**config.mk**
```make
export PLATFORM = sky130hd
export DESIGN_NAME = i2s_chan_sched
export DESIGN_NICKNAME = d
export VERILOG_FILES = /design/src/rtl/i2s_chan_sched.sv
export SDC_FILE = /design/constraint.sdc
export NUM_CORES = 1
export LEC_CHECK = 0
export CAP_MARGIN = 20
export CORE_MARGIN = 3
export CORE_UTILIZATION = 40
export DETAILED_ROUTE_END_ITERATION = 7
export PLACE_DENSITY = 0.76
export SYNTH_ARGS = -nofsm -noshare
export SYNTH_HDL_FRONTEND = slang
export SYNTH_SLANG_ARGS = --single-unit
```
**constraint.sdc**
```tcl
create_clock -name adc_clk -period 8.65 [get_ports adc_clk]
set_input_delay 0.865 -clock adc_clk [delete_from_list [all_inputs] [get_ports adc_clk]]
set_output_delay 0.865 -clock adc_clk [all_outputs]
set_load 0.02 [all_outputs]
```
**src/rtl/i2s_chan_sched.sv**
```systemverilog
// Round-robin merge of per-channel I2S samples into one tagged stream with overrun counting.
// Optional I2S_SCHED_TIMESTAMP_EN adds a free-running timestamp latched per capture (out_ts).
module i2s_chan_sched #(
  parameter int unsigned NUM_CH = 8,
  parameter int unsigned DATA_W = 24,
  parameter int unsigned CNT_W  = 16
) (
  input  logic                      adc_clk,
  input  logic                      adc_clk_rst,
  input  logic [NUM_CH*DATA_W-1:0]  ch_data,
  input  logic [NUM_CH-1:0]         ch_valid,
  input  logic [NUM_CH-1:0]         ch_enable,
  output logic [DATA_W-1:0]         out_data,
  output logic [$clog2(NUM_CH)-1:0] out_ch,
  output logic                      out_valid,
  input  logic                      out_ready,
  output logic [CNT_W-1:0]          drop_count,
  input  logic                      drop_clr,
  output logic [NUM_CH-1:0]         pend
`ifdef I2S_SCHED_TIMESTAMP_EN
  ,
  output logic [31:0]               out_ts
`endif
);

  localparam int unsigned CH_W = $clog2(NUM_CH);
  localparam int unsigned ND_W = CH_W + 1;
  localparam int unsigned CS_W = CNT_W + 1;

  typedef enum logic {EMPTY, FULL} state_t;

  state_t              state, state_nx;
  logic                load, unload;
  logic [CH_W-1:0]     rr_ptr, win, idx;
  logic                found;
  logic [NUM_CH-1:0]   elig, cap, gnt, ovr, pend_nx;
  logic [ND_W-1:0]     n_drop;
  logic [CS_W-1:0]     cnt_sum;
  logic [CNT_W-1:0]    cnt_nx;
  logic [DATA_W-1:0]   hold [NUM_CH];

  // Round-robin search from rr_ptr upward over enabled pending channels
  always_comb begin
    elig  = pend & ch_enable;
    win   = '0;
    idx   = '0;
    found = 1'b0;
    for (int k = 0; k < NUM_CH; k++) begin
      idx = rr_ptr + CH_W'(k);
      if (!found && elig[idx]) begin
        win   = idx;
        found = 1'b1;
      end
    end
  end

  always_ff @(posedge adc_clk or posedge adc_clk_rst) begin
    if (adc_clk_rst) state <= EMPTY;
    else             state <= state_nx;
  end

  always_comb begin
    state_nx = state;
    load     = 1'b0;
    unload   = 1'b0;
    case (state)
      EMPTY: begin
        if (found) begin
          load     = 1'b1;
          state_nx = FULL;
        end
      end
      FULL: begin
        if (out_ready) begin
          if (found) begin
            load = 1'b1;
          end else begin
            unload   = 1'b1;
            state_nx = EMPTY;
          end
        end
      end
      default: state_nx = EMPTY;
    endcase
  end

  // Capture, disable and overrun bookkeeping; a grant frees the slot for a same-edge capture
  always_comb begin
    cap = ch_valid & ch_enable;
    gnt = '0;
    if (load) gnt[win] = 1'b1;
    ovr     = pend & cap & ~gnt;
    pend_nx = (pend & ch_enable & ~gnt) | cap;
    n_drop  = '0;
    for (int i = 0; i < NUM_CH; i++) n_drop = n_drop + ND_W'(ovr[i]);
    cnt_sum = {1'b0, drop_count} + CS_W'(n_drop);
    if (drop_clr)            cnt_nx = '0;
    else if (cnt_sum[CNT_W]) cnt_nx = '1;
    else                     cnt_nx = cnt_sum[CNT_W-1:0];
  end

  always_ff @(posedge adc_clk or posedge adc_clk_rst) begin
    if (adc_clk_rst) begin
      pend       <= '0;
      drop_count <= '0;
      rr_ptr     <= '0;
      out_data   <= '0;
      out_ch     <= '0;
      out_valid  <= 1'b0;
      for (int i = 0; i < NUM_CH; i++) hold[i] <= '0;
    end else begin
      pend       <= pend_nx;
      drop_count <= cnt_nx;
      for (int i = 0; i < NUM_CH; i++)
        if (cap[i]) hold[i] <= ch_data[i*DATA_W +: DATA_W];
      if (load) begin
        out_data  <= hold[win];
        out_ch    <= win;
        out_valid <= 1'b1;
        rr_ptr    <= win + CH_W'(1);
      end else if (unload) begin
        out_valid <= 1'b0;
      end
    end
  end

`ifdef I2S_SCHED_TIMESTAMP_EN
  logic [31:0] ts_cnt;
  logic [31:0] ts_hold [NUM_CH];

  always_ff @(posedge adc_clk or posedge adc_clk_rst) begin
    if (adc_clk_rst) begin
      ts_cnt <= '0;
      out_ts <= '0;
      for (int i = 0; i < NUM_CH; i++) ts_hold[i] <= '0;
    end else begin
      ts_cnt <= ts_cnt + 32'd1;
      for (int i = 0; i < NUM_CH; i++)
        if (cap[i]) ts_hold[i] <= ts_cnt;
      if (load) out_ts <= ts_hold[win];
    end
  end
`endif

endmodule

```
# Word-level counts from Yosys, hierarchy flattened
# Index checks and enable logic that the tools add are counted.
[totals]
elab_cells = 117
register_bits = 248
output_inout_bits = 52
input_bits = 212
[op_classes]
muxes = 50
n_lt_le_gt_ge = 11
bitwise = 9
add_sub_neg = 16
reduce_logical = 16
[op_table]
columns = ["operator", "count"]
rows = [
  ["$bmux W24 S3", 1],
  ["$mux W24", 2],
  ["$and A8 B8 Y8", 5],
  ["$lt A3 B4 Y1 const B", 9],
  ["$mux W16", 2],
  ["$mux W1", 25],
  ["$bmux W1 S3", 8],
  ["$mux W3", 8],
  ["$add A16 B4 Y17", 1],
  ["$add A4 B1 Y4", 4],
  ["$add A3 B3 Y3 const B", 4],
  ["$logic_and A1 B1 Y1", 8],
  ["$mux W8", 1],
  ["$not A8 Y8", 1],
  ["$or A8 B8 Y8", 1],
  ["$logic_not A1 Y1", 7],
  ["$add A3 B1 Y3 const B", 2],
  ["$add A3 B2 Y3 const B", 2],
  ["$add A3 B1 Y4", 1],
  ["$ge A4 B4 Y1 const B", 1],
  ["$not A3 Y4", 1],
  ["$pmux W1 S2", 2],
  ["$add A2 B1 Y3", 1],
  ["$demux W1 S3", 1],
  ["other kinds (4)", 4],
]

# Longest topological paths before layout
# Gate-level depths: netlist of run 1.
[depth]
ltp_word = 42
ltp_mapped = 29
mapped_depth_nobuf = 26

# Worst setup path after synthesis of run 1
# No wires, ideal clock.
[synth_timing]
path_kind = "in2reg"
startpoint = "in ch_enable[7]"
endpoint = "reg drop_count[10]"
path_buffers = 3
t_arrival_ps = 6762
cell_stages = 25
required_time_ps = 8513
path_slack_ps = 1751
path_cell_list = "and2_1 > a21boi_0 > mux4_2 > and4b_1 > buf_6 > nand4_1 > nand2_2 > nor2_1 > nand2_1 > clkbuf_1 > o21ai_0 > nor2_1 > fa_1 > inv_1 > fa_1 > inv_1 > fa_1 > fa_1 > fa_1 > a21o_1 > a21oi_1 > nand3b_1 > or3_1 > clkbuf_1 > a21oi_1"
[synth_via]
elab_chain_cells = 42
elab_cells_between_ends = 70
[synth_lines]
columns = ["element", "line_no", "text"]
rows = [
  ["start: declaration", "12", "input logic [NUM_CH-1:0] ch_enable,"],
  ["$and A8 B8 Y8", "44", "elig = pend & ch_enable;"],
  ["$bmux W1 S3", "50", "if (!found && elig[idx]) begin"],
  ["$mux W1 (implied by the code)", "50", ""],
  ["$mux W1", "50", ""],
  ["$logic_not A1 Y1", "50", ""],
  ["$logic_and A1 B1 Y1", "50", ""],
  ["$mux W1", "50", ""],
  ["$logic_not A1 Y1", "50", ""],
  ["[25 not listed]", "--", ""],
  ["$add A2 B1 Y3", "95", "for (int i = 0; i < NUM_CH; i++) n_drop = n_drop + ND_W'(ovr[i]);"],
  ["$add A3 B1 Y4", "95", ""],
  ["$add A4 B1 Y4 (3 in series)", "95", ""],
  ["$add A4 B1 Y4 (*)", "95", ""],
  ["$add A16 B4 Y17 (*)", "96", "cnt_sum = {1'b0, drop_count} + CS_W'(n_drop);"],
  ["$mux W16 (*)", "98", "else if (cnt_sum[CNT_W]) cnt_nx = '1;"],
  ["$mux W16 (*)", "97", "if (drop_clr) cnt_nx = '0;"],
  ["via cnt_nx[10]", "39", "logic [CNT_W-1:0] cnt_nx;"],
  ["end signal: assignment", "113", "drop_count <= cnt_nx;"],
  ["end: declaration", "17", "output logic [CNT_W-1:0] drop_count,"],
]
# The timed path passes the listed nets; every way through them passes the cells marked *. The select of a mux whose other input is x is not followed.
# A chain may end at the register's enable or synchronous reset.

# Worst setup path after layout of run 1
[layout_timing]
startpoint = "reg rr_ptr[0]"
endpoint = "reg drop_count[13]"
[layout_via]
elab_chain_cells = 41
elab_cells_between_ends = 74
[layout_lines]
columns = ["element", "line_no", "text"]
rows = [
  ["start: declaration", "34", "logic [CH_W-1:0] rr_ptr, win, idx;"],
  ["start signal: assignment", "120", "rr_ptr <= win + CH_W'(1);"],
  ["branches (longest 28 deep; another with $add A3 B1 Y3)", "--", ""],
  ["$mux W8 (*)", "91", "if (load) gnt[win] = 1'b1;"],
  ["$not A8 Y8 (*)", "92", "ovr = pend & cap & ~gnt;"],
  ["$and A8 B8 Y8 (*)", "92", ""],
  ["$add A1 B1 Y2", "95", ""],
  ["$add A2 B1 Y3", "95", ""],
  ["$add A3 B1 Y4", "95", ""],
  ["$add A4 B1 Y4 (3 in series)", "95", ""],
  ["$add A4 B1 Y4 (*)", "95", ""],
  ["$add A16 B4 Y17 (*)", "96", ""],
  ["$mux W16 (*)", "98", ""],
  ["$mux W16 (*)", "97", ""],
  ["via cnt_nx[13]", "39", ""],
]
# Mark *: on every way through the listed nets, which the timed path passes. The select of a mux whose other input is x is not followed.

==> results of run 1 <==
## per-stage QoR
stage,utilization (%),cell area [µm²],worst slack (ns),cells
3_3_place_gp,50.9,15200,0.911,1603
3_5_place_dp,50.9,15200,0.818,1603
6_report,54.4,16200,1.15,1663
4_1_cts,54.2,16200,1.22,1654
2_1_floorplan,-,12200,0.970,981
5_1_grt,54.4,16200,0.715,1663
## flip-flops by register name (all words and copies together), names as in the netlist
| register | flops |
|---|---|
| out_ch | 3 |
| out_data | 24 |
| rr_ptr | 3 |
| pend | 8 |
| drop_count | 16 |
| state | 1 |
| hold | 192 |
| out_valid | 1 |
## logic make-up after synthesis
logic type	count (synthesis)	synth area share (%)
compound gates	131	7.18
xor+xnor	17	1.28
fa+ha+maj	13	1.64
buf+inv	70	3.07
flops	248	50.8
mux	303	28.0
simple gates	199	8.04
## routing by layer
layer	global-route usage [%]	wire [µm]
met1	27.8	15400
met2	37.2	18400
met3	3.76	1780
met4	7.46	1030
met5	0	27
## path summary, 6_finish.rpt
kind | endpoint | depth (start not counted) | slack [ns]
hold reg to reg | out_valid | 1 | 0.44
min in group asynchronous | hold[105] | 2 | 0.91
setup reg to reg | drop_count[13] | 23 | 1.15
hold / removal | out_valid | 1 | 0.44
max in group asynchronous | hold[53] | 3 | 6.50
setup / recovery | drop_count[13] | 23 | 1.15
## report_power, final
part	internal (mW)	total, mW	leakage [nW]	switching [mW]
combinational	1.41	3.28	3.56	1.87
sequential	1.40	1.55	2.96	0.145
clock	0.785	1.26	0.490	0.476
total	3.60	6.09	7.01	2.49
## cells in the mapped netlist, drive strengths merged, types with 3 or more instances
library cell,instances,share of area [%]
a21boi,5,0.31
a21oi,26,1.1
clkbuf,24,0.75
fa,5,0.82
mux2i,99,8.1
and4,3,0.22
nand3b,3,0.18
xor2,9,0.65
o211ai,4,0.25
or3,25,1.3
mux2,193,18
and3,5,0.26
inv,18,0.55
ha,8,0.82
a21o,5,0.31
o22ai,24,1.8
a211oi,3,0.23
mux4,11,2.1
and2,13,0.69
nor2,47,1.5
buf,28,1.8
nand2,72,2.2
o21ai,45,1.8
xnor2,8,0.64
nand3,17,0.82
dfrtp,248,51
nand4,3,0.26
## area by class of cell
class | count | area, µm² | share of cell area, %
sequential | 248 | 6210 | 38.2
timing repair buffer | 285 | 2820 | 17.3
multi-input combinational | 663 | 5640 | 34.7
tap | 390 | 488 | 3.00
clock buffer | 41 | 831 | 5.12
antenna | 8 | 20.0 | 0.123
inverter | 18 | 75.1 | 0.462
clock inverter | 10 | 164 | 1.01
## worst max-delay path: stages, from the launching register on
cell and delay [ns]:
dfrtp_1 0.37, inv_2 0.10, ha_1 0.68, mux4_2 0.59, o221ai_1 0.28, a221oi_1 0.09
a211o_1 0.33, a32o_1 0.40, nor2_1 0.24, nand2_1 0.10, o21ai_0 0.22, nor2_1 0.09
fa_1 0.51, inv_1 0.05, fa_1 0.52, inv_1 0.06, fa_1 0.51, fa_1 0.48
fa_1 0.43, a21o_1 0.19, a21oi_1 0.19, nand3b_1 0.27, or3_1 0.46, a21oi_1 0.16
==> summary.txt, run 1 <==
Run status
  – Status: finished clean

Cells and area
  – Final nets: 1469
  – Commonest non-fill, non-tap cell in the layout: clkdlybuf4s50_1
  – Area grow syn2layout: 33.0%
  – Most frequent cells in the layout: 263 x clkdlybuf4s50_1, 248 x dfrtp_1, 193 x mux2_2
  – Layout cells sized above 1: 23.7%
  – Fillers: 2482

Detailed routing
  – Iter 0 DRT Violations: 521
  – WL/cell: 22.0 µm
  – Via count: 8874
  – TritonRoute pass-1 iters: 6
  – Final ANT Viol Nets: 0
  – Drt total wl: 36600 µm
  – Vias per inst: 5.34
  – DRC: 0

Global routing
  – Largest net degree at the start of global routing: 118
  – Vias in the first global route: 9451
  – Grt ovf: 0
  – Initial antenna violation count: 11
  – Gr usage total: 21.7%
  – Global-route wire length before repair: 55500 µm

Timing
  – Pins Over Slew Limit: 0
  – Hold Vio Cnt, Final: 0
  – Final Setup Violations: 0
  – Tmin final: 7.50 ns
  – Final TNS setup: 0 ns
  – RSZ-0062 raised after global routing: false
  – Setup Skew: 0.00973 ns
  – Worst Tran Pin Value: 0.795 ns
  – Max-slew headroom: 47.0%
  – Max Fclk: 133 MHz
  – WHS: 0.442 ns
  – Period utilization: 86.7%

Clocking
  – CTS max path bufs: 3
  – Post-CTS Setup Bufs: 0
  – Clock transition at the registers of the reported paths: 0.06 ns
  – CTS Sinks: 248
  – Hold buffers post-CTS: 0
  – PostCTS Resize Cnt: 0
  – CTS buffer count: 28
  – H-tree depth: 1
  – Clk root buf: clkbuf_16
  – Worst-Skew Late Latency: 0.54 ns
  – TritonCTS clock tree: yes

Logic synthesis
  – Distinct cells, synth: 67
  – Mean Syn Cell Area: 12.4 µm²
  – Post-synth EDFFs: 0
  – Post-Syn Nets: 1206
  – Post-synthesis cell count: 981
  – Seq/Total Area, Yosys: 50.8%
  – Post-synth ARST share: 100%
  – Prevailing post-synth register cell: dfrtp_1
  – Synth Warn #: 0
  – Seq cells post-synth: 248
  – Cell Area, Synth: 12200 µm²

Worst setup path
  – Critical path peak fanout: 13
  – Startpoint type of the worst setup path: flop
  – Setup CP Type: reg2reg
  – FF-to-FF Start: rr_ptr[0]
  – CP startpoint: rr_ptr[0]
  – Data required time of the worst path: 9.03 ns
  – Worst path arrival time: 7.88 ns
  – CP endpoint kind: flop

Die
  – CORE AREA: 29900 µm²
  – Initial Utilization: 40.9%
  – Die X: 181 µm
  – IO Pins: 264
  – Rows: 63
  – Die Area: 32700 µm²
  – Die Y: 181 µm

Place
  – GPL Wtd Cong: 0.888
  – DP HPWL: 26000 µm
  – I/O Buffers: 263

Power
  – Worst vdd ir: 0.374 mV
  – Pwr Total: 6.09 mW
  – Leakage: 7.01 nW
  – Power Density: 375 nW/µm²

Hold path
  – HP Start: state
  – Hold/Removal Path Class: reg2reg

Flow run
  – Max Cap Viol: 0
(Power assumes the default switching activity.)
==> run 2, diff against run 1 <==
--- a/config.mk
+++ b/config.mk
@@ -10,6 +10,7 @@
 export CORE_UTILIZATION = 40
 export DETAILED_ROUTE_END_ITERATION = 7
 export PLACE_DENSITY = 0.76
+export SLEW_MARGIN = 10
 export SYNTH_ARGS = -nofsm -noshare
 export SYNTH_HDL_FRONTEND = slang
 export SYNTH_SLANG_ARGS = --single-unit
==> run 2 against run 1 <==
Utilization did not move. Count of clock-buffer cells in the layout stayed put. Fmax is 0.35% higher. Largest cell class unchanged. Highest routed layer unchanged.
==> summary.txt, run 2 (synthesized netlist as in run 1, its figures left out) <==
Cells and area
  – Commonest non-fill, non-tap cell in the layout: clkdlybuf4s50_1
  – Most frequent cells in the layout: 263 x clkdlybuf4s50_1, 248 x dfrtp_1, 193 x mux2_2
  – Final Non-Filler Cells: 1663 (unchanged)
  – Area grow syn2layout: 33.0% (unchanged)
  – Largest Register: hold
  – Biggest regs: hold: 192 flops, out_data: 24 flops, drop_count: 16 flops
  – Final nets: 1469 (unchanged)
  – Largest register FFs: 192 (unchanged)
  – Layout cells sized above 1: 23.7% (unchanged)

Worst setup path
  – Worst reg2reg path endpoint: drop_count[13]
  – Worst path cell trace: inv_2, ha_1, mux4_2, o221ai_1, a221oi_1, a211o_1, a32o_1, nor2_1, nand2_1, o21ai_0, nor2_1, fa_1, inv_1, fa_1, inv_1, fa_1, fa_1, fa_1, a21o_1, a21oi_1, nand3b_1, or3_1, a21oi_1
  – Most frequent CP cell: fa_1
  – R2R cell count: 23 (unchanged)
  – Critical path's slowest cell: ha_1
  – Setup CP Type: reg2reg
  – CP endpoint kind: flop
  – Data required time of the worst path: 9.03 ns (about the same)
  – Startpoint type of the worst setup path: flop
  – Reg2reg setup slack: 1.18 ns (+0.03 ns)
  – CP peak stage delay: 0.68 ns (about the same)
  – FF-to-FF Start: rr_ptr[0]
  – Critical path peak fanout: 13 (unchanged)
  – Worst path arrival time: 7.86 ns (-0.02 ns)

Place
  – I/O Buffers: 263 (unchanged)
  – DP HPWL: 26000 µm (unchanged)
  – Placed Cells: 1603 (unchanged)
  – GPL Wtd Cong: 0.888 (unchanged)

Global routing
  – Global-route wire length before repair: 55500 µm (unchanged)
  – Met2 Usage GRT: 37.2% (unchanged)
  – Vias in the first global route: 9451 (unchanged)
  – Top Usage Layer GRT: met2
  – Met1 Use GR: 27.8% (unchanged)
  – Grt met3 use: 3.76% (unchanged)
  – Grt ovf: 0 (unchanged)
  – Largest net degree at the start of global routing: 118 (unchanged)
  – Gr usage total: 21.7% (unchanged)
  – Initial antenna violation count: 11 (unchanged)

Die
  – Rows: 63 (unchanged)
  – CORE AREA: 29900 µm² (unchanged)
  – IO Pins: 264 (unchanged)
  – Die X: 181 µm (unchanged)
  – Die Area: 32700 µm² (unchanged)
  – Die Y: 181 µm (unchanged)
  – Initial Utilization: 40.9% (unchanged)

Timing
  – WHS: 0.444 ns (+0.00198 ns)
  – Max Fclk: 134 MHz (+0.35%)
  – Final Setup Violations: 0 (unchanged)
  – Hold Vio Cnt, Final: 0 (unchanged)
  – Setup Skew: 0.0125 ns (+0.00274 ns)
  – Tmin final: 7.47 ns (-0.0258 ns)
  – Pins Over Slew Limit: 0 (unchanged)
  – Period utilization: 86.4% (-0.30 points)
  – Max-slew headroom: 46.8% (-0.15 points)
  – RSZ-0062 raised after global routing: false
  – Worst Tran Pin Value: 0.798 ns (+0.00225 ns)
  – Final TNS setup: 0 ns (unchanged)

Clocking
  – PostCTS Resize Cnt: 0 (unchanged)
  – Clk root buf: clkbuf_16
  – CTS buffer count: 28 (unchanged)
  – H-tree depth: 1 (unchanged)
  – Clock transition at the registers of the reported paths: 0.06 ns (about the same)
  – Hold buffers post-CTS: 0 (unchanged)
  – CTS max path bufs: 3 (unchanged)
  – Post-CTS Setup Bufs: 0 (unchanged)
  – Worst-Skew Late Latency: 0.54 ns (about the same)
  – CTS Sinks: 248 (unchanged)
  – TritonCTS clock tree: yes

Detailed routing
  – TritonRoute pass-1 iters: 5 (-1)
  – DRC: 0 (unchanged)
  – Vias per inst: 5.35 (+0.29%)
  – Via count: 8900 (+0.29%)
  – Drt total wl: 36700 µm (+0.17%)
  – Iter 0 DRT Violations: 517 (-0.77%)
  – WL/cell: 22.1 µm (+0.17%)
  – Final ANT Viol Nets: 0 (unchanged)

Power
  – Power Density: 375 nW/µm² (+0.12%)
  – Worst vdd ir: 0.374 mV (+0.19%)
  – Leakage: 7.01 nW (unchanged)

Hold path
  – Hold Crit Depth: 1 (unchanged)
  – Hold/Removal Path Class: reg2reg
  – WHS Endpoint: out_valid
  – HP Start: state

Run status
  – Status: finished clean

Flow run
  – Max Cap Viol: 0 (unchanged)
run 2: cell counts in the layout (fill, tap and decap cells not counted):
Identical to the previous run, type by type.
run 2: worst max path at each step:
| stage | from | end | cells past startpoint |
|---|---|---|---|
| 3_3_place_gp | ch_enable[5] | drop_count[0] | 23 |
| 5_1_grt | rr_ptr[0] | drop_count[0] | 23 |
| 6_report | rr_ptr[0] | drop_count[13] | 23 |
| 2_1_floorplan | adc_clk_rst | drop_count[0] | 1 |
| 4_1_cts | rr_ptr[0] | drop_count[13] | 23 |
| 3_5_place_dp | ch_enable[5] | drop_count[2] | 23 |
run 2: metrics by stage:
step | utilization [%] | setup WS, ns | area [µm²] | power, mW
3_5_place_dp | 50.9 | 0.818 | 15200 | 4.84
6_report | 54.4 | 1.18 | 16200 | 6.09
5_1_grt | 54.4 | 0.715 | 16200 | 6.43
4_1_cts | 54.2 | 1.22 | 16200 | 6.12
3_3_place_gp | 50.9 | 0.911 | 15200 | 4.81
2_1_floorplan | - | 0.970 | 12200 | 3.92
run 2: metal layers:
layer	vias to the layer above	wire length, µm	part of all wire, %
met5	-	27	0.074
li1	4071	-	-
met1	4498	15500	42
met3	61	1850	5.0
met2	266	18300	50
met4	4	977	2.7
run 2: power breakdown:
group | internal, mW | total, mW | switching (mW) | leakage [nW]
combinational | 1.41 | 3.28 | 1.87 | 3.56
clock | 0.785 | 1.26 | 0.480 | 0.490
sequential | 1.40 | 1.55 | 0.145 | 2.96
total | 3.60 | 6.09 | 2.49 | 7.01
run 2: area by class of cell:
class,count,area [µm²]
tap,390,488
antenna,8,20.0
multi-input combinational,663,5640
sequential,248,6210
clock buffer,41,831
inverter,18,75.1
fill,2483,13600
clock inverter,10,164
timing repair buffer,285,2820
run 2: critical path, delay by kind of cell, from the launching register on:
family / cells / cell delay (ns)
buf+inv: 3 / 0.21
simple gates: 5 / 1.16
compound gates: 8 / 1.85
fa+ha+maj: 6 / 3.12
mux: 1 / 0.59
flops: 1 / 0.37
==> run 3, diff against run 2 <==
--- a/config.mk
+++ b/config.mk
@@ -9,7 +9,7 @@
 export CORE_MARGIN = 3
 export CORE_UTILIZATION = 40
 export DETAILED_ROUTE_END_ITERATION = 7
-export PLACE_DENSITY = 0.76
+export PLACE_DENSITY_LB_ADDON = 0.1
 export SLEW_MARGIN = 10
 export SYNTH_ARGS = -nofsm -noshare
 export SYNTH_HDL_FRONTEND = slang
==> run 3 against run 2 <==
Register-to-register slack got worse by 0.13 ns. Combinational power about the same. Count of clock-buffer cells in the layout increased by 5. Setup slack got worse by 0.13 ns. Critical path type unchanged. Largest cell class unchanged. Highest routed layer unchanged.
==> summary.txt, run 3 (synthesized netlist as in run 1, its figures left out) <==
Timing
  – Tmin final: 7.61 ns (+0.135 ns)
  – Worst Tran Pin Value: 0.942 ns (+0.145 ns)
  – Post-route worst setup slack: 1.04 ns (-0.135 ns)
  – Max-slew headroom: 37.2% (-9.6 points)
  – Hold Vio Cnt, Final: 0 (unchanged)
  – WHS: 0.440 ns (-0.00381 ns)
  – Final TNS setup: 0 ns (unchanged)
  – Setup Skew: 0.0197 ns (+0.00725 ns)
  – RSZ-0062 raised after global routing: false
  – Max Fclk: 131 MHz (-1.8%)
  – Period utilization: 88.0% (+1.6 points)
  – Final Setup Violations: 0 (unchanged)
  – Pins Over Slew Limit: 0 (unchanged)

Cells and area
  – Fillers: 2677 (+7.8%)
  – Most frequent cells in the layout: 263 x clkdlybuf4s50_1, 248 x dfrtp_1, 193 x mux2_2
  – Largest Register: hold
  – Biggest regs: hold: 192 flops, out_data: 24 flops, drop_count: 16 flops
  – Area grow syn2layout: 31.8%
  – Layout cells sized above 1: 23.3% (-0.40 points)
  – Commonest non-fill, non-tap cell in the layout: clkdlybuf4s50_1
  – Final nets: 1468 (-0.068%)
  – Largest register FFs: 192 (unchanged)
  – Footprint of the multi-input gates: 5640 µm² (about the same)
  – Final Non-Filler Cells: 1655 (-0.48%)
  – Register area: 6210 µm² (unchanged)
  – Fin util: 53.9% (-0.50 points)
  – Antenna cells: 0 (-8)

Worst setup path
  – Critical path's slowest cell: ha_1
  – Worst Path Buf+Inv: 3 (unchanged)
  – Stages on worst setup path: 23 (unchanged)
  – Setup CP Type: reg2reg
  – Critical path peak fanout: 13 (unchanged)
  – Startpoint type of the worst setup path: flop
  – CP endpoint kind: flop
  – Worst path arrival time: 8.00 ns (+0.14 ns)
  – Most frequent CP cell: fa_1
  – Top delay family on crit path: adder cells
  – Data required time of the worst path: 9.04 ns (about the same)
  – Worst path cell trace: inv_2, ha_1, mux4_2, o221ai_1, a221oi_1, a211o_1, a32o_1, nor2_1, nand2_1, o21ai_0, nor2_1, fa_1, inv_1, fa_1, inv_1, fa_1, fa_1, fa_1, a21o_1, a21oi_1, nand3b_1, or3_1, a21oi_1
  – CP peak stage delay: 0.70 ns (+0.02 ns)
  – CP startpoint: rr_ptr[0]
  – FF-to-FF Start: rr_ptr[0]
  – R2R cell count: 23 (unchanged)
  – Reg2reg setup slack: 1.04 ns (-0.13 ns)

Clocking
  – Hold buffers post-CTS: 0 (unchanged)
  – Clock transition at the registers of the reported paths: 0.06 ns (about the same)
  – Clk root buf: clkbuf_16
  – TritonCTS clock tree: yes
  – CTS max path bufs: 3 (unchanged)
  – PostCTS Resize Cnt: 0 (unchanged)
  – Post-CTS Setup Bufs: 0 (unchanged)
  – Worst-Skew Late Latency: 0.56 ns (+0.02 ns)
  – H-tree depth: 1 (unchanged)
  – CTS buffer count: 28 (unchanged)
  – CTS Sinks: 248 (unchanged)

Detailed routing
  – Vias per inst: 5.26 (-1.7%)
  – Final ANT Viol Nets: 0 (unchanged)
  – Drt total wl: 35600 µm (-2.9%)
  – Iter 0 DRT Violations: 395 (-24%)
  – WL/cell: 21.5 µm (-2.4%)
  – DRC: 0 (unchanged)
  – TritonRoute pass-1 iters: 5 (unchanged)
  – Via count: 8711 (-2.1%)

Power
  – Power share of the sequential group: 25.8% (+0.4 points)
  – Logic pwr share: 55.0% (+1.2 points)
  – Power Density: 370 nW/µm² (-1.2%)
  – Worst vdd ir: 0.300 mV (-20%)
  – P_sw: 2.49 mW (about the same)
  – Clk pwr share: 19.1% (-1.7 points)
  – Sw frac: 41.8% (+0.87 points)
  – Leakage: 6.94 nW (-0.97%)
  – Power Internal: 3.47 mW (-3.6%)

Place
  – I/O Buffers: 263 (unchanged)
  – Placed Cells: 1603 (unchanged)
  – GPL Wtd Cong: 0.904 (+1.8%)
  – Pre-CTS setup slack: 0.671 ns (-0.148 ns)
  – DP HPWL: 25300 µm (-2.6%)

Global routing
  – Initial antenna violation count: 6 (-5)
  – Largest net degree at the start of global routing: 104 (-12%)
  – Vias in the first global route: 9077 (-4.0%)
  – Grt ovf: 0 (unchanged)
  – Gr usage total: 21.3% (-0.36 points)
  – Global-route wire length before repair: 54400 µm (-1.9%)

Die
  – Die Area: 32700 µm² (unchanged)
  – Die X: 181 µm (unchanged)
  – Rows: 63 (unchanged)
  – Die Y: 181 µm (unchanged)
  – IO Pins: 264 (unchanged)
  – CORE AREA: 29900 µm² (unchanged)
  – Initial Utilization: 40.9% (unchanged)

Flow run
  – Max Cap Viol: 0 (unchanged)

Hold path
  – Hold/Removal Path Class: reg2reg
  – HP Start: state
  – Hold Crit Depth: 1 (unchanged)

Run status
  – Status: finished clean
-- run 3: changes by cell type in the layout (fill, tap and decap cells not counted), sizes merged --
cell,previous run,this run
bufinv,4,0
clkbuf,41,46
inv,19,18
diode,8,0
buf,22,21
clkinvlp,0,1
-- run 3: metrics by stage --
| step | cell area (µm²) | total power [mW] |
|---|---|---|
| final | 16100 | 5.96 |
| after global routing | 16100 | 6.34 |
| after CTS | 16100 | 6.04 |
| after detailed placement | 15200 | 4.87 |
| after global placement | 15200 | 4.86 |
| after floorplan | 12200 | 3.92 |
-- run 3: path summary, 6_finish.rpt --
check,to
max,drop_count[8]
min,out_valid
max reg2reg,drop_count[8]
min reg2reg,out_valid
max in group asynchronous,hold[22]
min in group asynchronous,hold[57]
-- run 3: layout make-up --
class	instances	share of cell area, %
Sequential cell	248	38.6
Multi-Input combinational cell	663	35.0
Timing Repair Buffer	284	17.3
Clock buffer	46	5.21
Tap cell	390	3.03
Inverter	18	0.467
Clock inverter	6	0.358
-- run 3: layer usage --
metal	global-route usage [%]	wire length, µm
met2	35.4	17100
met1	29.1	15800
met4	4.18	575
met5	0	57
met3	4.69	2070
-- run 3: power by group through the flow --
stage	combinational [mW]	clock [mW]	sequential (mW)
after floorplan	2.31	0	1.61
after global placement	3.30	0	1.56
after detailed placement	3.31	0	1.56
after CTS	3.32	1.17	1.54
after global routing	3.56	1.22	1.57
final	3.28	1.14	1.54
